**src/rtl/fifo_uart_tx.sv**
```systemverilog
// fifo_uart_tx: drain stage behind async_fifo. It pops one word whenever the
// FIFO reports non-empty while idle, then serialises the word as an async UART
// frame: a start bit, WIDTH data bits LSB first, an optional parity bit and one
// stop bit. It runs in the same clock domain as the FIFO read side.
//
// Build option:
//   FIFO_UART_TX_PARITY_EN  when defined, an even-parity bit (XOR of the data
//                           bits) is sent between the last data bit and the
//                           stop bit. When it is not defined, DATA goes
//                           straight to STOP.
//
// All outputs are registered. The next-state logic works out the state for the
// coming cycle, and the output registers are loaded from that value. As a
// result, tx, busy, fifo_rd_en and frame_done always line up with state_reg.
module fifo_uart_tx #(
   parameter int WIDTH        = 8,
   parameter int CLKS_PER_BIT = 16
) (
   input  logic             clk,
   input  logic             reset,
   input  logic             fifo_empty,
   input  logic [WIDTH-1:0] fifo_data,
   output logic             fifo_rd_en,
   output logic             tx,
   output logic             busy,
   output logic             frame_done
);

   localparam int BAUD_W = (CLKS_PER_BIT > 1) ? $clog2(CLKS_PER_BIT) : 1;
   localparam int BIT_W  = $clog2(WIDTH + 1);

   localparam logic [BAUD_W-1:0] BAUD_LAST = BAUD_W'(CLKS_PER_BIT - 1);
   localparam logic [BIT_W-1:0]  BIT_LAST  = BIT_W'(WIDTH - 1);

   localparam logic [2:0] S_IDLE   = 3'd0;
   localparam logic [2:0] S_POP    = 3'd1;
   localparam logic [2:0] S_LOAD   = 3'd2;
   localparam logic [2:0] S_START  = 3'd3;
   localparam logic [2:0] S_DATA   = 3'd4;
`ifdef FIFO_UART_TX_PARITY_EN
   localparam logic [2:0] S_PARITY = 3'd5;
`endif
   localparam logic [2:0] S_STOP   = 3'd6;

   logic [2:0]        state_reg, state_next;
   logic [BAUD_W-1:0] baud_reg, baud_next;
   logic [BIT_W-1:0]  bit_reg, bit_next;
   logic [WIDTH-1:0]  shift_reg, shift_next;
   logic              tx_reg, tx_next;
   logic              rd_en_reg, rd_en_next;
   logic              busy_reg, busy_next;
   logic              done_reg, done_next;
   logic              baud_last;

`ifdef FIFO_UART_TX_PARITY_EN
   // The parity is captured from fifo_data in LOAD, together with the word, so
   // the parity bit does not depend on the shift register after it has been
   // shifted out.
   logic [WIDTH-1:0]  par_chain;
   logic              parity_reg, parity_next;

   assign par_chain[0] = fifo_data[0];

   genvar gi;
   generate
      for (gi = 1; gi < WIDTH; gi++) begin : g_par
         assign par_chain[gi] = par_chain[gi-1] ^ fifo_data[gi];
      end
   endgenerate
`endif

   // This marks the last clock of the current serial bit period.
   assign baud_last = (baud_reg == BAUD_LAST);

   // This block computes the next state, the counters and the shift register.
   always_comb begin
      state_next = state_reg;
      bit_next   = bit_reg;
      shift_next = shift_reg;
`ifdef FIFO_UART_TX_PARITY_EN
      parity_next = parity_reg;
`endif
      case (state_reg)
         S_IDLE: begin
            // A pop is decided only here, so a flag that toggles mid-frame
            // cannot cause an extra pop.
            if (!fifo_empty) begin
               state_next = S_POP;
            end
         end
         S_POP: begin
            state_next = S_LOAD;
         end
         S_LOAD: begin
            // The FIFO presents the popped word during this cycle.
            state_next = S_START;
            shift_next = fifo_data;
`ifdef FIFO_UART_TX_PARITY_EN
            parity_next = par_chain[WIDTH-1];
`endif
         end
         S_START: begin
            if (baud_last) begin
               state_next = S_DATA;
               bit_next   = '0;
            end
         end
         S_DATA: begin
            if (baud_last) begin
               if (bit_reg == BIT_LAST) begin
`ifdef FIFO_UART_TX_PARITY_EN
                  state_next = S_PARITY;
`else
                  state_next = S_STOP;
`endif
               end else begin
                  bit_next   = bit_reg + BIT_W'(1);
                  shift_next = shift_reg >> 1;
               end
            end
         end
`ifdef FIFO_UART_TX_PARITY_EN
         S_PARITY: begin
            if (baud_last) begin
               state_next = S_PARITY == state_reg ? S_STOP : state_reg;
            end
         end
`endif
         S_STOP: begin
            if (baud_last) begin
               state_next = S_IDLE;
            end
         end
         default: begin
            state_next = S_IDLE;
         end
      endcase
   end

   // The baud counter restarts on every state change and on every bit
   // boundary. It only counts in the timed states from START onwards.
   always_comb begin
      baud_next = baud_reg;
      if ((state_next != state_reg) || baud_last) begin
         baud_next = '0;
      end else if (state_reg >= S_START) begin
         baud_next = baud_reg + BAUD_W'(1);
      end
   end

   // The output values for the coming cycle are derived from the next state.
   always_comb begin
      tx_next = 1'b1;
      case (state_next)
         S_START: tx_next = 1'b0;
         S_DATA:  tx_next = shift_next[0];
`ifdef FIFO_UART_TX_PARITY_EN
         S_PARITY: tx_next = parity_next;
`endif
         default: tx_next = 1'b1;
      endcase
      rd_en_next = (state_next == S_POP);
      busy_next  = (state_next != S_IDLE);
      done_next  = (state_next == S_STOP) && (baud_next == BAUD_LAST);
   end

   // This block holds the state and output registers. Reset from any state
   // returns the block to an idle line.
   always_ff @(posedge clk) begin
      if (reset) begin
         state_reg <= S_IDLE;
         baud_reg  <= '0;
         bit_reg   <= '0;
         shift_reg <= '0;
         tx_reg    <= 1'b1;
         rd_en_reg <= 1'b0;
         busy_reg  <= 1'b0;
         done_reg  <= 1'b0;
`ifdef FIFO_UART_TX_PARITY_EN
         parity_reg <= 1'b0;
`endif
      end else begin
         state_reg <= state_next;
         baud_reg  <= baud_next;
         bit_reg   <= bit_next;
         shift_reg <= shift_next;
         tx_reg    <= tx_next;
         rd_en_reg <= rd_en_next;
         busy_reg  <= busy_next;
         done_reg  <= done_next;
`ifdef FIFO_UART_TX_PARITY_EN
         parity_reg <= parity_next;
`endif
      end
   end

   assign fifo_rd_en = rd_en_reg;
   assign tx         = tx_reg;
   assign busy       = busy_reg;
   assign frame_done = done_reg;

endmodule

```
**config.mk**
```make
export PLATFORM = sky130hd
export DESIGN_NAME = fifo_uart_tx
export DESIGN_NICKNAME = d
export VERILOG_FILES = /design/src/rtl/fifo_uart_tx.sv
export SDC_FILE = /design/constraint.sdc
export NUM_CORES = 1
export LEC_CHECK = 0
export ABC_AREA = 1
export BUFFER_PORTS_ARGS = -buffer_cell sky130_fd_sc_hd__buf_2
export CELL_PAD_IN_SITES_DETAIL_PLACEMENT = 2
export CELL_PAD_IN_SITES_GLOBAL_PLACEMENT = 2
export CORE_MARGIN = 2
export CORE_UTILIZATION = 27
export CTS_CLUSTER_SIZE = 40
export DETAILED_ROUTE_END_ITERATION = 6
export PLACE_DENSITY_LB_ADDON = 0.1
export SYNTH_ARGS = -nofsm -noshare
export SYNTH_HDL_FRONTEND = slang
export SYNTH_SLANG_ARGS = --single-unit
export TNS_END_PERCENT = 50
```
**constraint.sdc**
```tcl
create_clock -name clk -period 1.35 [get_ports clk]
set_clock_uncertainty 0.15 [all_clocks]
set_input_delay 0.405 -clock clk [delete_from_list [all_inputs] [get_ports clk]]
set_output_delay 0.405 -clock clk [all_outputs]
set_load 0.02 [all_outputs]
```
==> results.txt <==
For this run, the number of Yosys warnings is 0. The number of max-capacitance violations reported is 0. The number of antenna violations at the first check in global routing came out at 0. In this run the critical register-to-register path is captured at busy$_SDFF_PP0_. The number of pins with negative max-slew slack in the final report came to 0. The worst slack at placement is -0.197 ns. Once detail routing completed, the nets flagged for antenna violations numbered 0. The worst pin sits at a relative slew slack of 0.759. For this run, the leading register cell type out of synthesis is dfxtp_1. The pin count of the biggest net entering global routing came out at 13.

The detailed router placed roughly 1.2k vias in this run. The routed length per instance is 15.3 µm. The starting utilization of the core area is 0.280. Of all flip-flops after synthesis, the portion carrying an async set or reset was 0. The standby leakage power came out at ~0.73 nW. Of the available clock period, the critical path in the final layout requires 1.16. The minimum clock period is 1.56 ns. The clock-pin slew on the worst setup and hold paths is about 0.09 ns.

The wire-length estimate of the detail-placed layout is 2850 µm. The die is about 68 µm wide. Setup repair after global routing could not meet its margin everywhere. The post-synthesis sequential area ratio is 0.413. The number of global-route vias before repair is 1335. The DRC violation total after the first TritonRoute iteration is 14.

The layout overhead on the synthesized area is 55.8%. The floorplan step defined a die boundary enclosing 4650 µm². The CTS tree is built. The unique cell type count in the Yosys netlist came out at 20. The number of enable-type register cells in the synthesized netlist came out at 0.

STA classifies the critical path endpoint as a register. The number of nets in the synthesized netlist is around 180. Sorting the synthesized cells by how often they occur yields 43 x nand2_1, 25 x nor2_1, 23 x dfxtp_1. The fill cell total of the finished layout is roughly 470. The weighted congestion at the end of routability-driven global placement came out at between 0.8 and 0.9. The antenna cell count is 0.

The final wirelength is 3960 µm. Ranked by total cell area, the synthesized netlist is headed by dfxtp_1 41%, nand2_1 14%, nand3_1 9.9%, nor2_1 8.4%, inv_1 6.1%. The worst hold path begins at fifo_data[7]. The count of clock tree sinks is 23. The fraction of synthesized cell area taken by the top area cell type came out at 0.413. The netlist area before placement is roughly 1100 µm². The most common cell in the synthesized netlist is nand2_1. The first global-routing pass estimated around 6400 µm of wire. The setup path with the least slack is of type reg -> reg. Summing internal, switching and leakage power gives ~1.4 mW. At the worst endpoint, the arrival time is approximately 1.6 ns. Counting every instance in the synthesized netlist gives 164. In the post-route analysis, the smallest setup slack over all paths is -0.213 ns.

The fraction of final layout cells with drive strength greater than 1 came out at 0.493. The final reports fail on negative setup slack. The min-delay analysis places its worst path in the category in -> reg. The count of cells along the worst register-to-register path came out at 7. At the pin with the least slew margin, the transition time is 0.358 ns. VDD sags by at most 0.376 mV.

The deepest clock path buffer count is 2. The clock reaches the later pin of the worst-skew pair after 0.27 ns. After detailed placement, the total cell area comes to roughly 1500 µm².

The net count of the finished layout is 223. The flip-flop count of the largest register after layout is 8. Of all cell types, the one taking the most synthesized area is dfxtp_1.

The synthesized design contains 23 register bits. The total count of hold-check failures in the final report is 0. Static timing analysis puts the maximum clock frequency at 640 MHz. The total routing resource utilization after global routing is 0.189.

The areal power density over the cells came out at a little over 800 nW/µm². The total congestion overflow came out at 0. For hold timing, the worst endpoint is shift_reg[7]$_SDFFE_PP0P_. The first-pass detailed-route iteration total came out at 4.

The startpoint identified for the worst register-to-register timing path is baud_reg[3]$_SDFF_PP0_. The post-detailed-route DRC marker count is 0. The instance count along the most critical hold path is 3.

The required time at the endpoint of the critical path came out at roughly 1.4 ns. The highest fanout seen on the critical path is 5. Setup violations remaining at the end of the flow were counted as 21. The detail-routed via count per cell came out at roughly 4.8. The average instance area after synthesis is slightly below 7 µm². The initialized floorplan defines 23 standard-cell rows. The total of buffers placed on input and output ports came out at 14. The total non-filler cell area in the finished layout is roughly 1700 µm². The critical path startpoint category is a register.

The floorplan die height came out at slightly below 70 µm. The minimum setup slack among reg-to-reg paths is -0.21 ns. The total CTS buffers came out at 3. The floorplan step defined a core boundary enclosing 3970 µm². The cell chosen for the clock root is clkbuf_8.

The flow ran to the end, but the final reports show violations. The level count of the clock H-tree is 1. During I/O placement, the number of pins put on the boundary was 15.
## power by group
group	switching [mW]	total (mW)	internal [mW]
combinational	0.166	0.269	0.104
sequential	0.0202	0.730	0.710
clock	0.232	0.444	0.211
total	0.418	1.44	1.02
## layout make-up
| cell class | instances | area [µm²] | area share |
|---|---|---|---|
| multi-input combinational | 119 | 781 | 0.450 |
| inverter | 20 | 82.6 | 0.0476 |
| timing repair buffer | 43 | 292 | 0.168 |
| clock buffer | 4 | 45.0 | 0.0260 |
| tap | 50 | 62.6 | 0.0360 |
| sequential | 23 | 473 | 0.273 |
## repair_timing
action                                  in CTS  in global routing
pin swaps                                   16                 16
endpoints found under the setup margin      19                 22
hold buffers                                 0                  0
gates resized for setup                     44                 17
buffers inserted                             5                  1
## cell usage in the layout (no fill, tap or decap)
cell type | Yosys | final
a31oi_1 | 6 | 6
nand2_1 | 43 | 32
nor3_1 | 1 | 1
o21ai_4 | 1 | 2
buf_4 | 0 | 28
xor2_1 | 2 | 2
nor2_1 | 25 | 14
nand3_4 | 0 | 3
nor3_2 | 1 | 1
inv_1 | 18 | 13
a21oi_2 | 0 | 3
inv_2 | 2 | 4
o21ai_0 | 4 | 1
nor2_2 | 2 | 6
buf_6 | 1 | 1
nand2_2 | 1 | 9
nor2_4 | 0 | 7
nand3_1 | 22 | 15
nand3b_1 | 1 | 1
inv_4 | 0 | 3
dfxtp_2 | 0 | 7
nand2_4 | 0 | 3
clkbuf_8 | 0 | 3
o21ai_2 | 0 | 2
dfxtp_4 | 0 | 1
a21oi_1 | 7 | 4
o21ai_1 | 1 | 1
buf_2 | 0 | 14
nand3_2 | 0 | 4
dfxtp_1 | 23 | 15
ha_4 | 0 | 2
clkbuf_1 | 1 | 1
## stage by stage
step | std cells | TNS (ns) | hold slack, ns | util
after floorplan | 164 | 0 | 0.290 | -
after global placement | 249 | -1.39 | 0.303 | 0.365
after detailed placement | 249 | -2.53 | 0.310 | 0.365
after CTS | 258 | -1.53 | 0.225 | 0.421
after global routing | 259 | -4.03 | 0.248 | 0.437
final | 259 | -2.12 | 0.226 | 0.437
## per-layer routing
metal  part of all wire  track usage  up-vias
met5                  0            0        -
met4              0.018       0.0675        0
met3              0.029       0.0197        6
met2               0.55        0.357       19
met1               0.40        0.218      602
li1                   -            -      615
## critical path, cell delays in order (launching register included)
cell	delay [ns]
dfxtp_1	0.43
nand2_1	0.13
nor2_4	0.22
nor2_4	0.08
nor3_2	0.20
nor2_2	0.09
nor2_1	0.10
nand2_1	0.06
## kinds of logic (layout without fill, tap and decap cells)
kind of cell,Yosys count,in the layout,share of synthesized area
AND/OR/NAND/NOR,96,96,0.365
AO/OA/AOI/OAI,19,19,0.102
buffers and inverters,22,67,0.0809
flip-flops,23,23,0.413
XOR/XNOR,2,2,0.0157
adder cells (fa/ha/maj),2,2,0.0225
## worst max-delay path by stage
stage,from,end,slack (ns),depth (start not counted)
2_1_floorplan,bit_reg[1]$_SDFFE_PP0P_,bit_reg[1]$_SDFFE_PP0P_,0.01,8
3_3_place_gp,baud_reg[1]$_SDFF_PP0_,busy$_SDFF_PP0_,-0.14,6
3_5_place_dp,bit_reg[1]$_SDFFE_PP0P_,bit_reg[0]$_SDFFE_PP0P_,-0.20,8
4_1_cts,baud_reg[0]$_SDFF_PP0_,tx$_SDFF_PP1_,-0.14,8
5_1_grt,baud_reg[1]$_SDFF_PP0_,busy$_SDFF_PP0_,-0.30,8
6_report,baud_reg[3]$_SDFF_PP0_,busy$_SDFF_PP0_,-0.21,7
No activity file was read; power rests on OpenSTA's default activity.
